===== config.mk =====
export PLATFORM = sky130hd
export DESIGN_NAME = ivi_pulse_gen_flat
export DESIGN_NICKNAME = d
export VERILOG_FILES = /design/src/rtl/ivi_pulse_gen_if.sv /design/src/rtl/ivi_pulse_gen.sv /design/src/flat_wrapper.sv
export SDC_FILE = /design/constraint.sdc
export NUM_CORES = 1
export LEC_CHECK = 0
export ABC_AREA = 1
export BUFFER_PORTS_ARGS = -buffer_cell sky130_fd_sc_hd__buf_2
export CAP_MARGIN = 5
export CORE_MARGIN = 5
export CORE_UTILIZATION = 55
export DETAILED_ROUTE_END_ITERATION = 16
export PLACE_DENSITY_LB_ADDON = 0.1
export SLEW_MARGIN = 20
export SYNTH_ARGS = -nofsm -noshare
export SYNTH_HDL_FRONTEND = slang
export SYNTH_SLANG_ARGS = --single-unit
export TNS_END_PERCENT = 5

===== constraint.sdc =====
create_clock -name clk_200MHz -period 15.4 [get_ports clk_200MHz]
set_input_delay 3.08 -clock clk_200MHz [delete_from_list [all_inputs] [get_ports clk_200MHz]]
set_output_delay 3.08 -clock clk_200MHz [all_outputs]
set_load 0.005 [all_outputs]

===== src/rtl/ivi_pulse_gen_if.sv =====
// Host control and generated pattern lines of the interval-meter test-pattern generator.
`timescale 1ns/1ps
interface ivi_pulse_gen_if;
  logic       access;
  logic       start;
  logic [2:0] regime;
  logic [3:0] mic_100;
  logic [3:0] mic_010;
  logic [3:0] mic_001;
  logic [3:0] n_100;
  logic [3:0] n_010;
  logic [3:0] n_001;
  logic       sync_pos;
  logic       sync_neg;
  logic       sig_1;
  logic       sig_2;
  logic       busy;
  logic       done;
  logic       err;

  modport master (
    output access, start, regime,
    output mic_100, mic_010, mic_001, n_100, n_010, n_001,
    input  sync_pos, sync_neg, sig_1, sig_2, busy, done, err
  );

  modport slave (
    input  access, start, regime,
    input  mic_100, mic_010, mic_001, n_100, n_010, n_001,
    output sync_pos, sync_neg, sig_1, sig_2, busy, done, err
  );
endinterface


===== src/rtl/ivi_pulse_gen.sv =====
// Sync + duration/period/delay pattern generator; interval held as BCD digits at 5 ns per count.
`timescale 1ns/1ps
module ivi_pulse_gen #(
  parameter int unsigned SYNC_W   = 4,
  parameter int unsigned LEAD_GAP = 8,
  parameter int unsigned PW       = 20
) (
  input  logic           clk_200MHz,
  input  logic           reset,
  ivi_pulse_gen_if.slave pg
);

  localparam logic [2:0] REG_DUR = 3'b011;
  localparam logic [2:0] REG_PER = 3'b101;
  localparam logic [2:0] REG_DLY = 3'b110;

  localparam int unsigned MAX_SG  = (SYNC_W > LEAD_GAP) ? SYNC_W : LEAD_GAP;
  localparam int unsigned MAX_ALL = (MAX_SG > PW) ? MAX_SG : PW;
  localparam int unsigned CW      = $clog2(MAX_ALL + 1);

  typedef enum logic [2:0] {
    IDLE,
    CHECK,
    SYNC,
    GAP,
    RUN,
    TAIL,
    DONE
  } state_t;

  state_t state;
  state_t next_state;

  logic            start_q;
  logic            trigger;
  logic            invalid;
  logic            digit_bad;
  logic            bcd_zero;
  logic            bcd_step;
  logic            borrow;
  logic [2:0]      regime_q;
  logic [5:0][3:0] dig;
  logic [5:0][3:0] dig_dec;
  logic [19:0]     ns_val;
  logic [CW-1:0]   cnt;
  logic [CW-1:0]   cnt2;

  logic sync_pos_q, sync_neg_q, sig_1_q, sig_2_q, busy_q, done_q, err_q;
  logic sync_pos_n, sync_neg_n, sig_1_n, sig_2_n, busy_n, done_n, err_n;

  assign trigger = (state == IDLE) && pg.access && pg.start && !start_q;

  // start history is kept across access drops so a start held high never looks like a new edge
  always_ff @(posedge clk_200MHz) begin
    if (!reset) begin
      start_q <= 1'b0;
    end else begin
      start_q <= pg.start;
    end
  end

  assign bcd_zero = (dig == '0);
  assign bcd_step = ((state == GAP) && (cnt == '0)) ||
                    (((state == RUN) || (state == TAIL)) && !bcd_zero);

  // n_001 toggles 5/0; every higher digit rolls 0 -> 9 while the borrow ripples upward
  always_comb begin
    dig_dec = dig;
    borrow  = 1'b0;
    if (dig[0] == 4'd0) begin
      dig_dec[0] = 4'd5;
      borrow     = 1'b1;
    end else begin
      dig_dec[0] = 4'd0;
    end
    for (int unsigned i = 1; i < 6; i++) begin
      if (borrow) begin
        if (dig[i] == 4'd0) begin
          dig_dec[i] = 4'd9;
        end else begin
          dig_dec[i] = dig[i] - 4'd1;
          borrow     = 1'b0;
        end
      end
    end
  end

  // The binary value only feeds the period-length check; all timing runs on the BCD counter.
  always_comb begin
    digit_bad = 1'b0;
    for (int unsigned i = 0; i < 6; i++) begin
      if (dig[i] > 4'd9) begin
        digit_bad = 1'b1;
      end
    end
    ns_val = 20'(dig[5]) * 20'd100000 + 20'(dig[4]) * 20'd10000 +
             20'(dig[3]) * 20'd1000   + 20'(dig[2]) * 20'd100   +
             20'(dig[1]) * 20'd10     + 20'(dig[0]);
    invalid = digit_bad ||
              ((dig[0] != 4'd0) && (dig[0] != 4'd5)) ||
              bcd_zero ||
              !(regime_q inside {REG_DUR, REG_PER, REG_DLY}) ||
              ((regime_q == REG_PER) && (ns_val <= 20'(PW * 5)));
  end

  always_ff @(posedge clk_200MHz) begin
    if (!reset) begin
      dig      <= '0;
      regime_q <= '0;
      cnt      <= '0;
      cnt2     <= '0;
    end else begin
      if (trigger) begin
        dig      <= {pg.mic_100, pg.mic_010, pg.mic_001, pg.n_100, pg.n_010, pg.n_001};
        regime_q <= pg.regime;
      end else if (bcd_step) begin
        dig <= dig_dec;
      end

      if (state == CHECK) begin
        cnt <= CW'(SYNC_W - 1);
      end else if ((state == SYNC) && (cnt == '0)) begin
        cnt <= CW'(LEAD_GAP - 1);
      end else if ((state == GAP) && (cnt == '0)) begin
        cnt <= CW'(PW - 1);
      end else if (cnt != '0) begin
        cnt <= cnt - CW'(1);
      end

      if ((state == RUN) && bcd_zero) begin
        cnt2 <= CW'(PW - 1);
      end else if (cnt2 != '0) begin
        cnt2 <= cnt2 - CW'(1);
      end
    end
  end

  always_ff @(posedge clk_200MHz) begin
    if (!reset || !pg.access) begin
      state <= IDLE;
    end else begin
      state <= next_state;
    end
  end

  always_comb begin
    next_state = state;
    unique case (state)
      IDLE:    if (trigger) next_state = CHECK;
      CHECK:   next_state = invalid ? IDLE : SYNC;
      SYNC:    if (cnt == '0) next_state = GAP;
      GAP:     if (cnt == '0) next_state = RUN;
      RUN:     if (bcd_zero) next_state = (regime_q == REG_DUR) ? DONE : TAIL;
      TAIL:    if (cnt2 == '0) next_state = DONE;
      DONE:    next_state = IDLE;
      default: next_state = IDLE;
    endcase
  end

  // Outputs are the registered image of the state being entered, so they line up with it.
  always_comb begin
    sync_pos_n = 1'b0;
    sync_neg_n = 1'b1;
    sig_1_n    = 1'b0;
    sig_2_n    = 1'b0;
    busy_n     = 1'b0;
    done_n     = 1'b0;
    err_n      = 1'b0;
    unique case (next_state)
      IDLE:  err_n = (state == CHECK);
      CHECK: ;
      SYNC: begin
        busy_n     = 1'b1;
        sync_pos_n = 1'b1;
        sync_neg_n = 1'b0;
      end
      GAP:   busy_n = 1'b1;
      RUN: begin
        busy_n = 1'b1;
        if ((state == GAP) || (regime_q == REG_DUR)) begin
          sig_1_n = 1'b1;
        end else begin
          sig_1_n = sig_1_q && (cnt != '0);
        end
      end
      TAIL: begin
        busy_n = 1'b1;
        if (regime_q == REG_PER) begin
          sig_1_n = 1'b1;
        end else begin
          sig_1_n = sig_1_q && (cnt != '0);
          sig_2_n = 1'b1;
        end
      end
      DONE:    done_n = 1'b1;
      default: ;
    endcase
  end

  always_ff @(posedge clk_200MHz) begin
    if (!reset || !pg.access) begin
      sync_pos_q <= 1'b0;
      sync_neg_q <= 1'b1;
      sig_1_q    <= 1'b0;
      sig_2_q    <= 1'b0;
      busy_q     <= 1'b0;
      done_q     <= 1'b0;
      err_q      <= 1'b0;
    end else begin
      sync_pos_q <= sync_pos_n;
      sync_neg_q <= sync_neg_n;
      sig_1_q    <= sig_1_n;
      sig_2_q    <= sig_2_n;
      busy_q     <= busy_n;
      done_q     <= done_n;
      err_q      <= err_n;
    end
  end

  assign pg.sync_pos = sync_pos_q;
  assign pg.sync_neg = sync_neg_q;
  assign pg.sig_1    = sig_1_q;
  assign pg.sig_2    = sig_2_q;
  assign pg.busy     = busy_q;
  assign pg.done     = done_q;
  assign pg.err      = err_q;

endmodule


===== src/flat_wrapper.sv =====
// flat-port wrapper written by rule: the top's interface ports become plain ports
module ivi_pulse_gen_flat 
#(
  parameter int unsigned SYNC_W   = 4,
  parameter int unsigned LEAD_GAP = 8,
  parameter int unsigned PW       = 20
)
  (clk_200MHz, reset, pg_access, pg_start, pg_regime, pg_mic_100, pg_mic_010, pg_mic_001, pg_n_100, pg_n_010, pg_n_001, pg_sync_pos, pg_sync_neg, pg_sig_1, pg_sig_2, pg_busy, pg_done, pg_err);
  ivi_pulse_gen_if pg_i ();
  input  logic clk_200MHz;
  input  logic reset;
  input wire logic [$bits(pg_i.access)-1:0] pg_access;
  input wire logic [$bits(pg_i.start)-1:0] pg_start;
  input wire logic [$bits(pg_i.regime)-1:0] pg_regime;
  input wire logic [$bits(pg_i.mic_100)-1:0] pg_mic_100;
  input wire logic [$bits(pg_i.mic_010)-1:0] pg_mic_010;
  input wire logic [$bits(pg_i.mic_001)-1:0] pg_mic_001;
  input wire logic [$bits(pg_i.n_100)-1:0] pg_n_100;
  input wire logic [$bits(pg_i.n_010)-1:0] pg_n_010;
  input wire logic [$bits(pg_i.n_001)-1:0] pg_n_001;
  output wire logic [$bits(pg_i.sync_pos)-1:0] pg_sync_pos;
  output wire logic [$bits(pg_i.sync_neg)-1:0] pg_sync_neg;
  output wire logic [$bits(pg_i.sig_1)-1:0] pg_sig_1;
  output wire logic [$bits(pg_i.sig_2)-1:0] pg_sig_2;
  output wire logic [$bits(pg_i.busy)-1:0] pg_busy;
  output wire logic [$bits(pg_i.done)-1:0] pg_done;
  output wire logic [$bits(pg_i.err)-1:0] pg_err;
  assign pg_i.access = pg_access;
  assign pg_i.start = pg_start;
  assign pg_i.regime = pg_regime;
  assign pg_i.mic_100 = pg_mic_100;
  assign pg_i.mic_010 = pg_mic_010;
  assign pg_i.mic_001 = pg_mic_001;
  assign pg_i.n_100 = pg_n_100;
  assign pg_i.n_010 = pg_n_010;
  assign pg_i.n_001 = pg_n_001;
  assign pg_sync_pos = pg_i.sync_pos;
  assign pg_sync_neg = pg_i.sync_neg;
  assign pg_sig_1 = pg_i.sig_1;
  assign pg_sig_2 = pg_i.sig_2;
  assign pg_busy = pg_i.busy;
  assign pg_done = pg_i.done;
  assign pg_err = pg_i.err;
  ivi_pulse_gen #(.SYNC_W(SYNC_W), .LEAD_GAP(LEAD_GAP), .PW(PW)) u_core (.clk_200MHz(clk_200MHz), .reset(reset), .pg(pg_i));
endmodule

==> run_results.csv <==
group,metric,value,unit
outcome,status,"finished, final reports clean",
pwr,ir_worst_vdd,108.3,uV
clock_network,insertion_delay,290,ps
timing,skew,5.661,ps
finish,n_antenna_cell,0,
clock_network,clk_pin_slew,70,ps
timing,rsz0062_at_grt,"no",
timing,period_needed,5959,ps
logic_synthesis,synth_common_cells,"inv_1 (160), nand2_1 (155), ha_1 (124), a21oi_1 (60), nor2_1 (49)",
min_path,hp-class,"reg -> reg",
clock_network,numCtsBuffers,5,
floorplan,dieHeight,117.9,um
setup_path,critPathArrivalTime,6150,ps
logic_synthesis,synth-seq-cells,48,
grt,overflow,0,
clock_network,cts_tree,"yes",
setup_path,worst-path-max-fanout,8,
grt,antenna_found_initial,0,
timing,setup_violations,0,
pwr,power_density,97.64,mW/mm^2
floorplan,die-area,0.01389,mm^2
drt,routedWlPerCell,14.08,um
logic_synthesis,yosys.area_share.xor_xnor,4.790,%
floorplan,fp.dieW,117.9,um
logic_synthesis,synth_top_family_by_area,"adder cells",
logic_synthesis,syn_area,0.006400,mm^2
logic_synthesis,yosysWarnings,0,
place,place_area,0.006733,mm^2
setup_path,slowest_stage,"fa_1",
finish,multiInputGateArea,0.004776,mm^2
place,port_buffers,37,
timing,slew_viol_final,0,
pwr,p_leak,3.684,nW
timing,hold_viol,0,
finish,fillers,1079,
clock_network,postCtsSetupBuffers,0,
pwr,power.total,670.8,uW
finish,fin_util,60.17,%
setup_path,critPathLaunchType,"register",
logic_synthesis,ys.flop_type,"dfxtp_1",
logic_synthesis,yosys.area_share.adder,35.82,%
finish,ff_latch_area,960.9,um^2
setup_path,critPathKind,"reg -> reg",
grt,grt_pass1_wl,24.31,mm
finish,drive_gt1_share,9.588,%
timing,tightest_slew,802.1,ps
timing,tns,0,ps
place,gp_congestion,0.9285,
floorplan,start_util,56.05,%
logic_synthesis,async_flop_share,0,%
grt,grt_max_degree,26,
logic_synthesis,syn_nets,1052,
place,post-dp-hpwl,12.29,mm
logic_synthesis,synth.top_cell.area_share,24.24,%
logic_synthesis,avgSynthCellArea,7.442,um^2
logic_synthesis,synth_edf_count,0,
logic_synthesis,yosys.area.top_type,"ha_1",
clock_network,htreeDepth,2,
min_path,hold_path_depth,2,
clock_network,hold_buffers,0,
clock_network,cts_resized,0,
finish,nets,1089,
floorplan,rows,39,
setup_path,path_buf_inv,3,
setup_path,crit_top_cell,"nand2_1",
setup_path,cp.depth,30,
clock_network,cts_sinks,48,
logic_synthesis,synthMuxAreaShare,0,%
grt,grt_pass1_vias,5263,
timing,slew_headroom,46.47,%
logic_synthesis,ys_seq_area_share,15.01,%
logic_synthesis,synth_most_common_cell,"inv_1",
drt,dr.first_iter.drc_count,358,
run,drv_cap,0,
grt,grt.total_usage,20.95,%
clock_network,ctsRootBufferMaster,"clkbuf_16",
floorplan,core_area,0.01142,mm^2
setup_path,max_stage_delay,610,ps
clock_network,cts_max_path_buffers,2,
logic_synthesis,yosys.area_share.simple,21.51,%
logic_synthesis,synthCells,860,
drt,drc,0,
setup_path,required,15590,ps
drt,vias,5569,
logic_synthesis,ys_types,47,
drt,routed_wl,14.64,mm
finish,area_growth,7.351,%
logic_synthesis,synth_compound_area_share,12.51,%
logic_synthesis,synth_area_leaders,"ha_1 (24%), dfxtp_1 (15%), fa_1 (12%)",
setup_path,critPathCaptureType,"register",
finish,design_area,0.006870,mm^2
setup_path,cp_top_family,"adder cells",
timing,max_freq,0.1678,GHz
timing,fin_crit_sh,38.70,%
drt,first_pass_iters,5,
timing,whs,487.8,ps
drt,drtAntennaViolNets,0,
drt,viasPerCell,5.355,
setup_path,worst_r2r_path_depth,30,
floorplan,ios,38,
-- stage by stage --
stage          cells  setup WS, ps
3_5_place_dp    1033          9465
5_1_grt         1040          8964
3_3_place_gp    1033          9649
2_1_floorplan    860         10010
4_1_cts         1040          9441
6_report        1040          9441
-- metal layers --
layer | track usage [%] | wire (um) | vias to the layer above
met5 | 0 | 0 | -
met4 | 4.086 | 168 | 0
met3 | 2.739 | 490 | 14
met2 | 34.16 | 6653 | 91
li1 | - | - | 2859
met1 | 29.85 | 7326 | 2605
-- path summary, 6_finish.rpt --
path | startpoint | end | slack (ps)
hold reg to reg | u_core.cnt[4]$_SDFFE_PP0P_ | u_core.cnt[4]$_SDFFE_PP0P_ | 490
setup / recovery | u_core.dig[14]$_SDFFE_PN0P_ | u_core.pg.sync_pos$_SDFF_PP0_ | 9440
setup reg to reg | u_core.dig[14]$_SDFFE_PN0P_ | u_core.pg.sync_pos$_SDFF_PP0_ | 9440
hold / removal | u_core.cnt[4]$_SDFFE_PP0P_ | u_core.cnt[4]$_SDFFE_PP0P_ | 490
-- state kept, by name, summed over array words and instances (netlist names) --
name and cells:
u_core.cnt 5, u_core.cnt2 5, u_core.dig 24, u_core.pg.busy 1, u_core.pg.done 1, u_core.pg.err 1, u_core.pg.sig_1 1, u_core.pg.sig_2 1
u_core.pg.sync_neg 1, u_core.pg.sync_pos 1, u_core.regime_q 3, u_core.start_q 1, u_core.state 3
-- layout make-up --
| class | instances | area share [%] |
|---|---|---|
| well taps | 143 | 2.604 |
| flip-flops and latches | 48 | 13.99 |
| multi-input cells | 638 | 69.51 |
| clock inverters | 2 | 0.1821 |
| repair buffers | 37 | 2.695 |
| clock buffers | 5 | 1.821 |
| inverters | 167 | 9.197 |
-- cells by family (layout without fill, tap and decap cells) --
logic type                 after synthesis  count (layout)
and+or+nand+nor                        302             302
buffers and inverters                  174             211
adders and majority gates              161             161
AOI/OAI and AO/OA                      140             140
DFF                                     48              48
xor gates and xnor gates                35              35
-- worst min-delay path: cells and delay by family (launching register included) --
| kind | cells | cell delay (ps) |
|---|---|---|
| flip-flops | 1 | 320 |
| AND/OR/NAND/NOR | 1 | 70 |
| AO/OA/AOI/OAI | 1 | 60 |
-- power breakdown --
part | internal (mW) | switching, mW
Combinational | 0.156 | 0.251
Sequential | 0.140 | 0.0170
Clock | 0.0590 | 0.0476
-- layout by cell type (no fill, tap or decap), drive strengths merged, types with 2 or more instances in the layout --
| master | instances |
|---|---|
| ha | 124 |
| clkbuf | 5 |
| a211oi | 2 |
| xor2 | 20 |
| nor2 | 59 |
| nand3 | 45 |
| fa | 37 |
| o21ai | 49 |
| xnor2 | 15 |
| a31o | 2 |
| nand3b | 2 |
| or2 | 6 |
| a21o | 2 |
| a21oi | 62 |
| inv | 167 |
| nand2 | 162 |
| nand4 | 15 |
| a31oi | 9 |
| o22ai | 4 |
| dfxtp | 48 |
| nor3 | 11 |
| a22oi | 2 |
| o21a | 2 |
| buf | 37 |
| a221oi | 2 |
No activity file was read; power rests on OpenSTA's default activity.
